**src/rtl/m_muldiv_core.sv**
```systemverilog
// m_muldiv_core: RISC-V M-extension multiply/divide unit.
//   Multiplies go through a registered (XLEN+1)x(XLEN+1) signed multiplier
//   with MUL_LAT cycles of latency. Divides use a restoring radix-2 divider
//   on magnitudes, followed by a one-cycle sign fix-up.
// Ports:
//   clk, resetn                 clock, async active-low reset
//   in_valid/in_ready           request handshake (ready only when idle)
//   op[2:0], rs1, rs2           funct3 and source operands
//   flush                       synchronous abort of the current operation
//   out_valid/out_ready, result result handshake (result reads 0 when not valid)
//   busy                        core is not idle
module m_muldiv_core #(
  parameter int unsigned XLEN    = 32,
  parameter int unsigned MUL_LAT = 2
) (
  input  logic            clk,
  input  logic            resetn,
  input  logic            in_valid,
  output logic            in_ready,
  input  logic [2:0]      op,
  input  logic [XLEN-1:0] rs1,
  input  logic [XLEN-1:0] rs2,
  input  logic            flush,
  output logic            out_valid,
  input  logic            out_ready,
  output logic [XLEN-1:0] result,
  output logic            busy
);

  localparam int unsigned OW = XLEN + 1;
  localparam int unsigned PW = 2 * XLEN + 2;
  localparam int unsigned TW = 2 * XLEN;
  localparam int unsigned DW = 2 * XLEN - 1;
  localparam int unsigned CW = $clog2(XLEN + 1);
  localparam logic [XLEN-1:0] MOST_NEG = {1'b1, {(XLEN-1){1'b0}}};

  typedef enum logic [2:0] {
    S_IDLE,
    S_MUL,
    S_DIV,
    S_FIX,
    S_DONE
  } state_e;

  state_e          state_q, state_d;
  logic [CW-1:0]   cnt_q, cnt_d;
  logic [2:0]      op_q, op_d;
  logic [OW-1:0]   a_q, a_d, b_q, b_d;
  logic [XLEN-1:0] rem_q, rem_d, quo_q, quo_d;
  logic [DW-1:0]   dvs_q, dvs_d;
  logic            negq_q, negq_d, negr_q, negr_d;
  logic [XLEN-1:0] result_q, result_d;
  logic            out_valid_q, out_valid_d;
  logic            in_ready_q, in_ready_d;
  logic            busy_q, busy_d;

  // Request decode on the raw inputs (used only on the accept edge)
  logic            accept_c;
  logic            div_signed_in, neg_a_in, neg_b_in, div_zero_in, ovf_in;
  logic [OW-1:0]   a_ext_in, b_ext_in;
  logic [XLEN-1:0] mag_a_in, mag_b_in, special_res;

  always_comb begin
    accept_c      = in_valid && in_ready_q && !flush;
    div_signed_in = !op[0];
    neg_a_in      = div_signed_in && rs1[XLEN-1];
    neg_b_in      = div_signed_in && rs2[XLEN-1];
    mag_a_in      = neg_a_in ? -rs1 : rs1;
    mag_b_in      = neg_b_in ? -rs2 : rs2;
    div_zero_in   = (rs2 == '0);
    ovf_in        = div_signed_in && (rs1 == MOST_NEG) && (rs2 == '1);
    // MULH extends both operands signed, MULHSU only rs1
    a_ext_in      = (op == 3'b001 || op == 3'b010) ? {rs1[XLEN-1], rs1} : {1'b0, rs1};
    b_ext_in      = (op == 3'b001) ? {rs2[XLEN-1], rs2} : {1'b0, rs2};
    if (div_zero_in) special_res = op[1] ? rs1 : '1;
    else             special_res = op[1] ? '0 : rs1;
  end

  // Multiplier: operands come straight from the inputs only when MUL_LAT is 1
  logic [OW-1:0]        mul_a, mul_b;
  logic [2:0]           op_sel;
  logic signed [PW-1:0] pa, pb;
  logic [TW-1:0]        prod;
  logic [XLEN-1:0]      mul_res;

  always_comb begin
    mul_a   = (state_q == S_IDLE) ? a_ext_in : a_q;
    mul_b   = (state_q == S_IDLE) ? b_ext_in : b_q;
    op_sel  = (state_q == S_IDLE) ? op : op_q;
    pa      = PW'($signed(mul_a));
    pb      = PW'($signed(mul_b));
    prod    = TW'(pa * pb);
    mul_res = (op_sel[1:0] == 2'b00) ? prod[XLEN-1:0] : prod[TW-1:XLEN];
  end

  // One restoring step; the first step is taken on the accept edge itself
  logic [XLEN-1:0] rem_src, quo_src, rem_step, quo_step;
  logic [DW-1:0]   dvs_src, dvs_step;
  logic            take;

  always_comb begin
    rem_src  = (state_q == S_IDLE) ? mag_a_in : rem_q;
    dvs_src  = (state_q == S_IDLE) ? (DW'(mag_b_in) << (XLEN - 1)) : dvs_q;
    quo_src  = (state_q == S_IDLE) ? '0 : quo_q;
    // quotient bit is set when the trial subtraction stays non-negative
    take     = (TW'(rem_src) >= TW'(dvs_src));
    rem_step = take ? (rem_src - dvs_src[XLEN-1:0]) : rem_src;
    dvs_step = dvs_src >> 1;
    quo_step = XLEN'({quo_src, take});
  end

  // Sign fix-up of the magnitude results
  logic [XLEN-1:0] fix_res;

  always_comb begin
    if (op_q[1]) fix_res = negr_q ? -rem_q : rem_q;
    else         fix_res = negq_q ? -quo_q : quo_q;
  end

  // Next-state and datapath update
  always_comb begin
    state_d  = state_q;
    cnt_d    = cnt_q;
    op_d     = op_q;
    a_d      = a_q;
    b_d      = b_q;
    rem_d    = rem_q;
    dvs_d    = dvs_q;
    quo_d    = quo_q;
    negq_d   = negq_q;
    negr_d   = negr_q;
    result_d = result_q;

    case (state_q)
      S_IDLE: begin
        if (accept_c) begin
          op_d   = op;
          a_d    = a_ext_in;
          b_d    = b_ext_in;
          cnt_d  = '0;
          negq_d = neg_a_in ^ neg_b_in;
          negr_d = neg_a_in;
          if (!op[2]) begin
            if (MUL_LAT <= 1) begin
              state_d  = S_DONE;
              result_d = mul_res;
            end else begin
              state_d = S_MUL;
            end
          end else if (div_zero_in || ovf_in) begin
            state_d  = S_DONE;
            result_d = special_res;
          end else begin
            rem_d   = rem_step;
            dvs_d   = dvs_step;
            quo_d   = quo_step;
            cnt_d   = CW'(1);
            state_d = S_DIV;
          end
        end
      end
      S_MUL: begin
        if (cnt_q == CW'(MUL_LAT - 2)) begin
          state_d  = S_DONE;
          result_d = mul_res;
        end else begin
          cnt_d = cnt_q + CW'(1);
        end
      end
      S_DIV: begin
        rem_d = rem_step;
        dvs_d = dvs_step;
        quo_d = quo_step;
        if (cnt_q == CW'(XLEN - 1)) state_d = S_FIX;
        else                        cnt_d   = cnt_q + CW'(1);
      end
      S_FIX: begin
        state_d  = S_DONE;
        result_d = fix_res;
      end
      S_DONE: begin
        if (out_ready) begin
          state_d  = S_IDLE;
          result_d = '0;
        end
      end
      default: begin
        state_d  = S_IDLE;
        result_d = '0;
      end
    endcase

    // flush beats any accept or handshake in the same cycle
    if (flush) begin
      state_d  = S_IDLE;
      result_d = '0;
    end

    out_valid_d = (state_d == S_DONE);
    in_ready_d  = (state_d == S_IDLE);
    busy_d      = (state_d != S_IDLE);
  end

  // State and datapath registers
  always_ff @(posedge clk or negedge resetn) begin
    if (!resetn) begin
      state_q     <= S_IDLE;
      cnt_q       <= '0;
      op_q        <= '0;
      a_q         <= '0;
      b_q         <= '0;
      rem_q       <= '0;
      dvs_q       <= '0;
      quo_q       <= '0;
      negq_q      <= 1'b0;
      negr_q      <= 1'b0;
      result_q    <= '0;
      out_valid_q <= 1'b0;
      in_ready_q  <= 1'b1;
      busy_q      <= 1'b0;
    end else begin
      state_q     <= state_d;
      cnt_q       <= cnt_d;
      op_q        <= op_d;
      a_q         <= a_d;
      b_q         <= b_d;
      rem_q       <= rem_d;
      dvs_q       <= dvs_d;
      quo_q       <= quo_d;
      negq_q      <= negq_d;
      negr_q      <= negr_d;
      result_q    <= result_d;
      out_valid_q <= out_valid_d;
      in_ready_q  <= in_ready_d;
      busy_q      <= busy_d;
    end
  end

  assign in_ready  = in_ready_q;
  assign out_valid = out_valid_q;
  assign result    = result_q;
  assign busy      = busy_q;

endmodule

```
**config.mk**
```make
export PLATFORM = sky130hd
export DESIGN_NAME = m_muldiv_core
export DESIGN_NICKNAME = d
export VERILOG_FILES = /design/src/rtl/m_muldiv_core.sv
export SDC_FILE = /design/constraint.sdc
export NUM_CORES = 2
export LEC_CHECK = 0
export CORE_MARGIN = 5
export CORE_UTILIZATION = 60
export CTS_CLUSTER_SIZE = 20
export DETAILED_ROUTE_END_ITERATION = 7
export PLACE_DENSITY = 0.77
export REMOVE_ABC_BUFFERS = 1
export SYNTH_ARGS = -nofsm -noshare
export SYNTH_HDL_FRONTEND = slang
export SYNTH_SLANG_ARGS = --single-unit
```
**constraint.sdc**
```tcl
create_clock -name clk -period 12.82 [get_ports clk]
set_clock_uncertainty 0.2 [all_clocks]
set_input_delay 1.282 -clock clk [delete_from_list [all_inputs] [get_ports clk]]
set_output_delay 1.282 -clock clk [all_outputs]
set_load 0.01 [all_outputs]
```
==> results.sh <==
export IMPL_status="finished, violations left"
export IMPL_violations="capacitance limit, slew limit"
export IMPL_synth_compound_area_share_pct=8.793
export IMPL_nets=7804
export IMPL_synth_cells=6378
export IMPL_ctsHtreeMaxLevel=1
export IMPL_cts_path_max_buffers=3
export IMPL_initial_core_util_pct=60.24
export IMPL_ys_types=80
export IMPL_fin_hold_ws_ps=278.4
export IMPL_gr_usage_all_layers_pct=39.48
export IMPL_drt_pass1_iter_count=6
export IMPL_synth_xor_xnor_area_share_pct=3.532
export IMPL_drv_cap=2
export IMPL_insertion_delay_ps=620
export IMPL_gp_congestion=1.007
export IMPL_place_hpwl_mm=151.7
export IMPL_finalSetupTns_ps=0
export IMPL_min_path_type="reg -> reg"
export IMPL_die_h_um=310.2
export IMPL_crit_path_max_fanout=63
export IMPL_fmax_mhz=81.22
export IMPL_clock_sinks=240
export IMPL_port_buffer_count=106
export IMPL_startpoint_type="flop"
export IMPL_yosysWarnings=0
export IMPL_syn_area_um2=54060
export IMPL_ioPinCount=107
export IMPL_wirelength_mm=187.5
export IMPL_postCtsHoldBufs=0
export IMPL_cts_setup_buffers=0
export IMPL_worst_pin_slew_ps=1472
export IMPL_cts_made_buffers=28
export IMPL_hold_viol_final=0
export IMPL_rows=110
export IMPL_synth_top_family_by_area="adder cells"
export IMPL_crit_slowest_cell="nor4_1"
export IMPL_drv_slew=1
export IMPL_grt_max_degree=107
export IMPL_finalCritPeriodShare_pct=96.04
export IMPL_critical_path_class="reg -> reg"
export IMPL_min_period_ps=12310
export IMPL_syn2layout_area_growth_pct=7.085
export IMPL_grt_pass1_wl_mm=285.3
export IMPL_post_dp_cell_area_um2=56850
export IMPL_nFillCells=7540
export IMPL_ys_seq_elements=240
export IMPL_core_area_um2=89740
export IMPL_cp_end_kind="flop"
export IMPL_fin_util_pct=64.51
export IMPL_ctsResizeCount=0
export IMPL_synthSimpleGateAreaFrac_pct=16.10
export IMPL_synth_adder_area_share_pct=48.01
export IMPL_drive_above_1_share_pct=4.862
export IMPL_antenna_found_initial=16
export IMPL_synth_ff_type="dfrtp_1"
export IMPL_cts_root_buf="clkbuf_16"
export IMPL_worstPathRequired_ps=13130
export IMPL_wl_per_cell_um=24.78
export IMPL_detail_route_antenna_nets=0
export IMPL_first_global_vias=47920
export IMPL_crit_arrival_ps=12620
export IMPL_drc=0
export IMPL_via_per_inst=6.100
export IMPL_grt_overflow_total=0
export IMPL_relSlewSlack_pct=-0.9312
export IMPL_dieArea_um2=96200
export IMPL_crit_top_cell="fa_1"
export IMPL_finish_instance_area_um2=57890
export IMPL_setup_violations=0
export IMPL_syn_avg_cell_area_um2=8.476
export IMPL_clk_pin_slew_ps=70
export IMPL_cts_tree="done"
export IMPL_ys_seq_area_share_pct=11.11
export IMPL_synthMuxAreaShare_pct=1.967
export IMPL_drt_iter0_drc=5192
export IMPL_synth_edf_count=0
export IMPL_rsz0062_at_grt="false"
export IMPL_die_x_um=310.2
export IMPL_synthArstFlopShare_pct=100.0
export IMPL_cp_slowest_stage_delay_ps=1060
export IMPL_vias=46160
worst max-delay path: cells and delay by family, from the launching register on:
| family | cells | cell delay, ps |
|---|---|---|
| adders and majority gates | 9 | 4610 |
| and+or+nand+nor | 11 | 4220 |
| buffers and inverters | 8 | 1340 |
| xor gates and xnor gates | 1 | 680 |
| DFF | 1 | 670 |
| AOI/OAI and AO/OA | 2 | 440 |
layout make-up:
cell class	count	area (µm²)	area share [%]
diodes	15	37.54	0.06484
clock buffers	33	759.5	1.312
clock inverters	18	242.7	0.4193
inverters	1144	4294	7.418
multi-input cells	4645	42520	73.46
flip-flops and latches	240	6008	10.38
well taps	1176	1471	2.542
repair buffers	296	2552	4.409
cells by family after synthesis:
kind of cell,count (synthesis)
AOI/OAI and AO/OA,760
xor gates and xnor gates,218
adders and majority gates,1404
buffers and inverters,1493
DFF,240
muxes,104
and+or+nand+nor,2159
layout by cell type (no fill, tap or decap), types with 24 or more instances in the layout:
cell / instances
a211oi_1: 35
a21o_1: 46
a21oi_1: 170
a22o_1: 32
and2_1: 31
buf_4: 184
clkbuf_16: 28
clkdlybuf4s50_1: 105
dfrtp_1: 238
fa_1: 1126
ha_1: 251
inv_1: 1143
maj3_1: 27
mux2i_1: 74
nand2_1: 1376
nand2b_1: 24
nand3_1: 37
nand4_1: 26
nor2_1: 529
nor3_1: 36
o21ai_0: 230
o21ai_1: 29
o31ai_1: 40
xnor2_1: 136
xor2_1: 82
synthesized netlist by cell type, drive strengths merged, types with 24 or more instances:
cell,count,share of area [%]
xor2,82,1.3
and2,31,0.36
nand4,26,0.30
maj3,27,0.50
nor3,37,0.34
o31ai,42,0.59
buf,26,0.30
nand2,1379,9.6
clkbuf,323,2.2
nand2b,24,0.28
a22o,32,0.52
a21oi,177,1.7
a211oi,35,0.49
dfrtp,239,11
nand3,37,0.34
mux2i,86,1.6
inv,1143,7.9
xnor2,136,2.2
nor2,531,3.7
ha,251,5.8
o21ai,261,2.4
fa,1126,42
a21o,46,0.64
sequential cells by signal, summed over array words and instances (netlist names):
| signal | flops |
|---|---|
| negq_q | 1 |
| a_q | 33 |
| out_valid | 1 |
| dvs_q | 62 |
| result | 32 |
| op_q | 2 |
| quo_q | 32 |
| in_ready | 1 |
| negr_q | 1 |
| cnt_q | 6 |
| rem_q | 32 |
| busy | 1 |
| b_q | 33 |
| state_q | 3 |
per-stage QoR:
stage,std cells,setup slack [ps]
finish,7567,508.0
global route,7560,378.3
CTS,7552,992.2
detailed placement,7501,1071
global placement,7500,436.1
floorplan,6029,-4243
path summary, 6_finish.rpt:
path	to	slack (ps)	from	cells past startpoint
max	result[16]	510	state_q[1]	31
min	b_q[26]	280	b_q[26]	2
max reg2reg	result[16]	510	state_q[1]	31
min reg2reg	b_q[26]	280	b_q[26]	2
max in group asynchronous	b_q[17]	10440	resetn	2
min in group asynchronous	dvs_q[23]	490	resetn	1
layer usage:
metal	wire length (µm)	vias to the layer above	global-route usage, %	share of wire [%]
met4	14520	8	23.49	7.7
met3	24750	762	12.08	13
met5	168	-	1.336	0.090
met2	80180	2944	58.73	43
li1	-	19430	-	-
met1	67850	23010	51.38	36
Power is left out: the tool's default activity adds up to more than one toggle a clock period on the data nets, which glitch-free logic cannot reach.
